$ cat config.mk
export PLATFORM = sky130hd
export DESIGN_NAME = pipelined_shifter
export DESIGN_NICKNAME = d
export VERILOG_FILES = /design/src/rtl/shifter_pkg.sv /design/src/rtl/shift_stage.sv /design/src/rtl/pipelined_shifter.sv
export SDC_FILE = /design/constraint.sdc
export NUM_CORES = 1
export LEC_CHECK = 0
export CAP_MARGIN = 5
export CORE_MARGIN = 5
export CORE_UTILIZATION = 33
export DETAILED_ROUTE_END_ITERATION = 8
export DONT_BUFFER_PORTS = 1
export SLEW_MARGIN = 30
export SYNTH_ARGS = -nofsm -noshare
export SYNTH_HDL_FRONTEND = slang
export SYNTH_SLANG_ARGS = --single-unit
$ cat constraint.sdc
create_clock -name clk -period 1.9 [get_ports clk]
set_clock_uncertainty 0.1 [all_clocks]
set_input_delay 0.38 -clock clk [delete_from_list [all_inputs] [get_ports clk]]
set_output_delay 0.38 -clock clk [all_outputs]
set_load 0.005 [all_outputs]
$ cat src/rtl/shifter_pkg.sv
// Shared types and helpers for the pipelined barrel shifter.
// SHIFTER_ROTATE_EN selects whether ROR rotates or acts as SRL.
package shifter_pkg;

  typedef enum logic [1:0] {
    SLL = 2'd0,
    SRL = 2'd1,
    SRA = 2'd2,
    ROR = 2'd3
  } shift_mode_t;

  // Bit-reverse: source index feeding bit i of an n-bit reversed word.
  function automatic int unsigned bit_rev_idx(
    input int unsigned i,
    input int unsigned n
  );
    return n - 1 - i;
  endfunction

endpackage

$ cat src/rtl/shift_stage.sv
// One combinational right-shift-by-2^K step with fill or rotate.
// Rotate input exists only when SHIFTER_ROTATE_EN is defined.
module shift_stage
  import shifter_pkg::*;
#(
  parameter int N = 32,
  parameter int K = 0
) (
  input  logic [N-1:0] i_data,
  input  logic         i_en,
  input  logic         i_fill,
`ifdef SHIFTER_ROTATE_EN
  input  logic         i_rot,
`endif
  output logic [N-1:0] o_data
);

  localparam int S = 1 << K;

  logic [S-1:0] w_top;

  always_comb begin
    w_top = {S{i_fill}};
`ifdef SHIFTER_ROTATE_EN
    if (i_rot) w_top = i_data[S-1:0];
`endif
    o_data = i_en ? {w_top, i_data[N-1:S]} : i_data;
  end

endmodule

$ cat src/rtl/pipelined_shifter.sv
// L-stage pipelined barrel shifter with bubble-collapsing handshake.
// SHIFTER_ROTATE_EN enables ROR; otherwise ROR decodes as SRL.
module pipelined_shifter
  import shifter_pkg::*;
#(
  parameter int N = 32
) (
  input  logic                 clk,
  input  logic                 rst_n,
  input  logic                 in_valid,
  output logic                 in_ready,
  input  logic [N-1:0]         in_data,
  input  logic [$clog2(N)-1:0] in_shamt,
  input  logic [1:0]           in_mode,
  output logic                 out_valid,
  input  logic                 out_ready,
  output logic [N-1:0]         out_data
);

  localparam int L = $clog2(N);

  logic              r_v     [L];
  logic [N-1:0]      r_data  [L];
  logic [L-1:0]      r_shamt [L];
  shift_mode_t       r_mode  [L];
  logic              r_fill  [L];

  logic              w_adv   [L];
  logic [N-1:0]      w_rev_in;
  logic [N-1:0]      w_rev_out;
  logic [N-1:0]      w_data0;
  logic              w_fill0;
  shift_mode_t       w_mode0;

  for (genvar i = 0; i < N; i++) begin : g_rev
    assign w_rev_in[i]  = in_data[bit_rev_idx(i, N)];
    assign w_rev_out[i] = r_data[L-1][bit_rev_idx(i, N)];
  end

  // Left shifts run as right shifts on the reversed operand.
  always_comb begin
    w_mode0 = shift_mode_t'(in_mode);
    w_data0 = in_data;
    w_fill0 = 1'b0;
    unique case (1'b1)
      (w_mode0 == SLL): w_data0 = w_rev_in;
      (w_mode0 == SRA): w_fill0 = in_data[N-1];
      default: ;
    endcase
  end

  // A stage may load if it or any stage below it holds a bubble.
  always_comb begin
    for (int k = 0; k < L; k++) begin
      w_adv[k] = out_ready;
      for (int j = k; j < L; j++) begin
        if (!r_v[j]) w_adv[k] = 1'b1;
      end
    end
  end

  for (genvar k = 0; k < L; k++) begin : g_stage
    logic [N-1:0] w_up_data;
    logic [L-1:0] w_up_shamt;
    shift_mode_t  w_up_mode;
    logic         w_up_fill;
    logic         w_up_v;
    logic [N-1:0] w_out;

    if (k == 0) begin : g_first
      assign w_up_data  = w_data0;
      assign w_up_shamt = in_shamt;
      assign w_up_mode  = w_mode0;
      assign w_up_fill  = w_fill0;
      assign w_up_v     = in_valid;
    end else begin : g_rest
      assign w_up_data  = r_data[k-1];
      assign w_up_shamt = r_shamt[k-1];
      assign w_up_mode  = r_mode[k-1];
      assign w_up_fill  = r_fill[k-1];
      assign w_up_v     = r_v[k-1];
    end

    shift_stage #(
      .N (N),
      .K (k)
    ) u_stage (
      .i_data (w_up_data),
      .i_en   (w_up_shamt[k]),
      .i_fill (w_up_fill),
`ifdef SHIFTER_ROTATE_EN
      .i_rot  (w_up_mode == ROR),
`endif
      .o_data (w_out)
    );

    always_ff @(posedge clk or negedge rst_n) begin
      if (!rst_n) begin
        r_v[k]     <= 1'b0;
        r_data[k]  <= '0;
        r_shamt[k] <= '0;
        r_mode[k]  <= SLL;
        r_fill[k]  <= 1'b0;
      end else if (w_adv[k]) begin
        r_v[k]     <= w_up_v;
        r_data[k]  <= w_out;
        r_shamt[k] <= w_up_shamt;
        r_mode[k]  <= w_up_mode;
        r_fill[k]  <= w_up_fill;
      end
    end
  end

  assign in_ready  = w_adv[0];
  assign out_valid = r_v[L-1];
  assign out_data  = (r_mode[L-1] == SLL) ? w_rev_out : r_data[L-1];

endmodule

# ---- Word level (Yosys, flattened, before mapping)
# Cells that the tools add are included.
dict set report totals {
  register_bits 199
  latch_bits 0
  mem_bits_rw 0
  rom_bits 0
  out_inout_bits 34
  elab_cells 49
  mem_count 0
}
dict set report classes {
  add_sub_neg 0
  mul 0
  div_mod_pow 0
  n_lt_le_gt_ge 0
  n_eq_ne 1
  n_shift 0
  mux 23
  bitwise_logic 0
  reduce_logical 2
}
# op count
set op_table {}
lappend op_table {{two-way mux 32 bit} 7}
lappend op_table {{two-way mux 1 bit} 16}
lappend op_table {{zero test 2 bit} 2}
lappend op_table {{equality test 2 bit, second input constant} 1}

# ---- Depth between registers and ports, before layout
# Gate-level depths: netlist of the first run.
dict set report logic_depth {
  ltp_word 5
  depth_mapped 7
}

# ---- Hierarchy
# Synthesis of the first run repeated with hierarchy kept, for this count alone.
dict set report unflattened {
  hier_cells 738
  area_unflattened_um2 10760.3
}
# mod n_inst cells_per_inst area_per_inst_um2 seq_area_each_um2
set by_module_without_submodules {}
lappend by_module_without_submodules {pipelined_shifter 1 557 8034.0 4729.5}
lappend by_module_without_submodules {{shift_stage (g_stage[0].u_stage ...)} 4 36 544.3 0.0}
lappend by_module_without_submodules {{shift_stage (g_stage[4].u_stage)} 1 37 549.3 0.0}

# ---- Least setup slack after synthesis of the first run
# No wires, ideal clock.
dict set report synth_path {
  path_type {input -> register}
  start {input port in_shamt[0]}
  end {register r_data, in the netlist g_stage[1].w_up_data[20]}
  arrival_ns 1.586
  t_required_ns 1.675
  slack_ns 0.090
  cell_stages 5
  n_path_buf 3
  path_cell_list {buf_2 > buf_4 > buf_2 > mux4_2 > mux2_2}
}
dict set report synth_between {
  elab_chain_len 1
}
# item line_no
set synth_rtl {}
lappend synth_rtl {{from (decl)} pipelined_shifter.sv:13} ;# input logic [$clog2(N)-1:0] in_shamt,
lappend synth_rtl {{two-way mux 32 bit} shift_stage.sv:27} ;# o_data = i_en ? {w_top, i_data[N-1:S]} : i_data;
lappend synth_rtl {{to (signal, indexed assignment)} pipelined_shifter.sv:106} ;# r_data[k] <= w_out;
lappend synth_rtl {{to (decl)} pipelined_shifter.sv:23} ;# logic [N-1:0] r_data [L];
# No other way between the ends.
# A chain may end at the register's enable or synchronous reset.

# ---- Final worst setup path of the first run
dict set report layout_path {
  start {register r_mode[0] (netlist bit)}
  end {output port out_data[1]}
}
dict set report layout_between {
  elab_chain_len 2
}
# item line_no
set layout_rtl {}
lappend layout_rtl {{from (decl)} pipelined_shifter.sv:25} ;# shift_mode_t r_mode [L];
lappend layout_rtl {{from (signal, indexed assignment)} pipelined_shifter.sv:108} ;# r_mode[k] <= w_up_mode;
lappend layout_rtl {{zero test 2 bit} pipelined_shifter.sv:116} ;# assign out_data = (r_mode[L-1] == SLL) ? w_rev_out : r_data[L-1];
lappend layout_rtl {{two-way mux 32 bit} pipelined_shifter.sv:116}
lappend layout_rtl {{to (decl)} pipelined_shifter.sv:17} ;# output logic [N-1:0] out_data
# No other way between the ends.

==> results by group, run 1 <==
Outcome
  • Status: complete, but fails checks
  • Failing checks: negative hold slack, negative setup slack

Detailed routing
  • Final ANT Viol Nets: 0
  • WL/cell: 16.71 um
  • Iteration-0 DRC Markers: around 360
  • Vias: 5788
  • DR pass1 iterations: 4
  • DRC violation count after routing: 0
  • Via/cell ratio: 4.947
  • Detailed Route WL: a little under 20000 um

Setup path
  • Crit-path cells: nor2_4 > buf_12 > buf_8 > mux2_2
  • Sum of buffers and inverters on the critical path: 2
  • CP max stage delay: 0.41 ns
  • Crit Path Category: register to output port
  • Crit. End Element: output port
  • Crit-path max FO: 8
  • Worst EP arrival: 1.60 ns
  • Crit start category: register
  • WP depth: 4
  • CP required: 1.42 ns
  • Reg2reg start: out_valid
  • Worst Setup SP: r_mode[0]
  • Cell family with most CP delay: flip-flops
  • Worst path slowest cell: dfrtp_1
  • Worst R2R Path Depth: 7

Place
  • GPL Wtd Cong: 0.7517
  • HPWL after DPL: 13210 um
  • Placed cell count: 1124
  • IO Port Bufs: 0
  • Dpl cell area: 9773 sq um
  • DP Worst Slack: 0.1023 ns

Clock tree
  • Clock Root Buffer: clkbuf_16
  • CTS sink count: 189
  • CTS tree: yes
  • Max clock buf depth: 2
  • Clock buffer count from CTS: 17
  • Hold buffers post-CTS: 7
  • Worst-path clk slew: roughly 0.070 ns
  • H-tree levels: 4
  • Worst skew pair latency: roughly 0.43 ns

Timing
  • Slew Limit Fails: 0
  • F_max: 481.3 MHz
  • Final setup viols: 32
  • Post-route setup slack: -0.1775 ns
  • Rel. slew slack: 0.6293
  • Hold slack: -0.4665 ns
  • Setup TNS: -4.980 ns
  • Final worst path period share: 1.093
  • RSZ-0062 raised after global routing: yes
  • Post-layout min period: 2.078 ns
  • Worst slew pin tran: 0.5561 ns
  • Final Hold Fails: 189

Global route
  • Gr usage total: 0.1271
  • Vias in the first global route: 5793
  • First-pass GRT wire length: 32180 um
  • Largest net degree at the start of global routing: between 150 and 200
  • GRT overflow: 0
  • Initial antenna violation count: 0

Yosys
  • Unique masters post-synth: 31
  • Register bit total from synthesis: 189
  • Fraction of synthesized cell area in xor and xnor cells: 0
  • Synth Net Count: roughly 840
  • Count of warnings emitted by yosys: 0
  • Post-synthesis sequential area ratio: 0.5066
  • Main combinational cell family by area after synthesis: multiplexers
  • Compound-Gate Fraction of Synth Area: 0.07318
  • Adder-cell share of the synthesized area: 0
  • Post-Synth Simple-Gate Area: 0.07975
  • Avg Synthesized Cell Area: 11.74 sq um
  • Multiplexer share of the synthesized area: 0.3061
  • Post-Synthesis Cells: 795
  • Synthesized area: 9335 sq um

Job
  • Max cap viols: 0

Cells and area
  • Most frequent cells in the layout: dfrtp_1 (189), mux2i_1 (128), o21ai_0 (98)
  • FILL cells: roughly 2700
  • Area Overhead vs Synth: 14.62%
  • Cell area after layout: ~11000 sq um
  • Commonest non-fill, non-tap cell in the layout: dfrtp_1
  • Layout cells sized above 1: 0.2210
  • Antenna cell count: 0
  • Fin util: 0.3841
  • Nets: 822
  • Final std cells w/o fill: 1170

Power and ir drop
  • PD cells: 1292 nW/um^2
  • Leak pwr: 4.578 nW
  • Final total power: 13.82 mW
  • Worst VDD drop: approximately 600 uV

Floorplan
  • Initial Util: 0.3351
  • FP Rows: 61
  • Die area: 31750 sq um
  • I/O pins: 77
  • Die Ht: 178.2 um
  • Die W: 178.2 um
  • Core ar.: roughly 28000 sq um

Hold path
  • Hold WC Path Type: primary input to asynchronous set/reset pin
## Yosys cell counts, drive strengths merged
library cell / count / area share
mux4: 30 / 0.072
nand2: 80 / 0.032
and2: 2 / 0.0013
mux2i: 128 / 0.14
and4b: 1 / 0.0011
or3b: 2 / 0.0019
o21ai: 98 / 0.053
o21a: 1 / 0.00080
buf: 39 / 0.023
or2: 2 / 0.0013
inv: 1 / 0.00040
a21oi: 34 / 0.018
a22o: 1 / 0.00094
nor3: 3 / 0.0016
nand2b: 4 / 0.0027
dfrtp: 189 / 0.51
nand3: 33 / 0.018
nor2b: 1 / 0.00067
nor2: 35 / 0.015
nand4b: 1 / 0.0025
a31oi: 1 / 0.00067
nand3b: 2 / 0.0016
clkbuf: 27 / 0.011
mux2: 80 / 0.097
## cell type report
class | count | area [sq um] | area share
well taps | 378 | 473.0 | 0.04420
clock inverters | 15 | 180.2 | 0.01684
flip-flops and latches | 189 | 4730 | 0.4420
repair buffers | 31 | 475.5 | 0.04443
clock buffers | 17 | 425.4 | 0.03976
multi-input cells | 539 | 4408 | 0.4119
inverters | 1 | 8.758 | 0.0008185
## flip-flops by register name (all words and copies together) (netlist names)
signal	cells
g_stage.w_up_shamt	10
r_data	32
g_stage.w_up_data	128
g_stage.w_up_mode	8
g_stage.w_up_fill	4
r_mode	2
g_stage.w_up_v	4
out_valid	1
## cell families (layout without fill, tap and decap cells)
kind of cell	count (synthesis)	count (layout)
compound gates	135	135
buf+inv	67	64
flops	189	189
mux	238	238
simple gates	166	166
## metal layers
layer | vias to the layer above | share of wire | routed length, um | global-route usage
li1 | 2835 | - | - | -
met1 | 2821 | 0.51 | 10050 | 0.1903
met2 | 118 | 0.43 | 8431 | 0.1811
met3 | 14 | 0.045 | 888 | 0.03518
met4 | 0 | 0.0093 | 182 | 0.03390
met5 | - | 0 | 0 | 0
## power breakdown
group / switching, mW / total, mW / leakage, nW / internal (mW)
sequential: 1.01 / 6.25 / 2.26 / 5.24
combinational: 1.78 / 3.93 / 2.04 / 2.16
clock: 1.66 / 3.64 / 0.279 / 1.98
## worst register-to-register path, delay by kind of cell, from the launching register on
| kind | cells | cell delay [ns] |
|---|---|---|
| buffers and inverters | 4 | 0.67 |
| DFF | 1 | 0.39 |
| muxes | 1 | 0.33 |
| and+or+nand+nor | 2 | 0.16 |
## repair_timing
action / in CTS / in global routing
pin swaps: 1 / 1
endpoints found under the setup margin: 33 / 37
endpoints found under the hold margin: 196 / 189
resized for setup: 3 / 30
cloned: 1 / 3
buffers inserted: 2 / 1
## final timing paths
kind                       slack (ns)                  endpoint
min                             -0.47                r_data[24]
min reg2reg                      0.37   g_stage[3].w_up_mode[0]
max in group asynchronous        1.84  g_stage[1].w_up_data[31]
min in group clk                 0.06  g_stage[1].w_up_data[15]
max                             -0.18               out_data[1]
max reg2reg                      0.15  g_stage[1].w_up_data[17]
Note: power is estimated with default switching activity, not from simulation.
==> run 2: changes to the inputs <==
CTS_BUF_LIST = sky130_fd_sc_hd__clkbuf_4 sky130_fd_sc_hd__clkbuf_8 sky130_fd_sc_hd__clkbuf_16   (was unset)
==> results of run 2 <==
No change in the layout: final DEF, timing and power equal those of run 1.
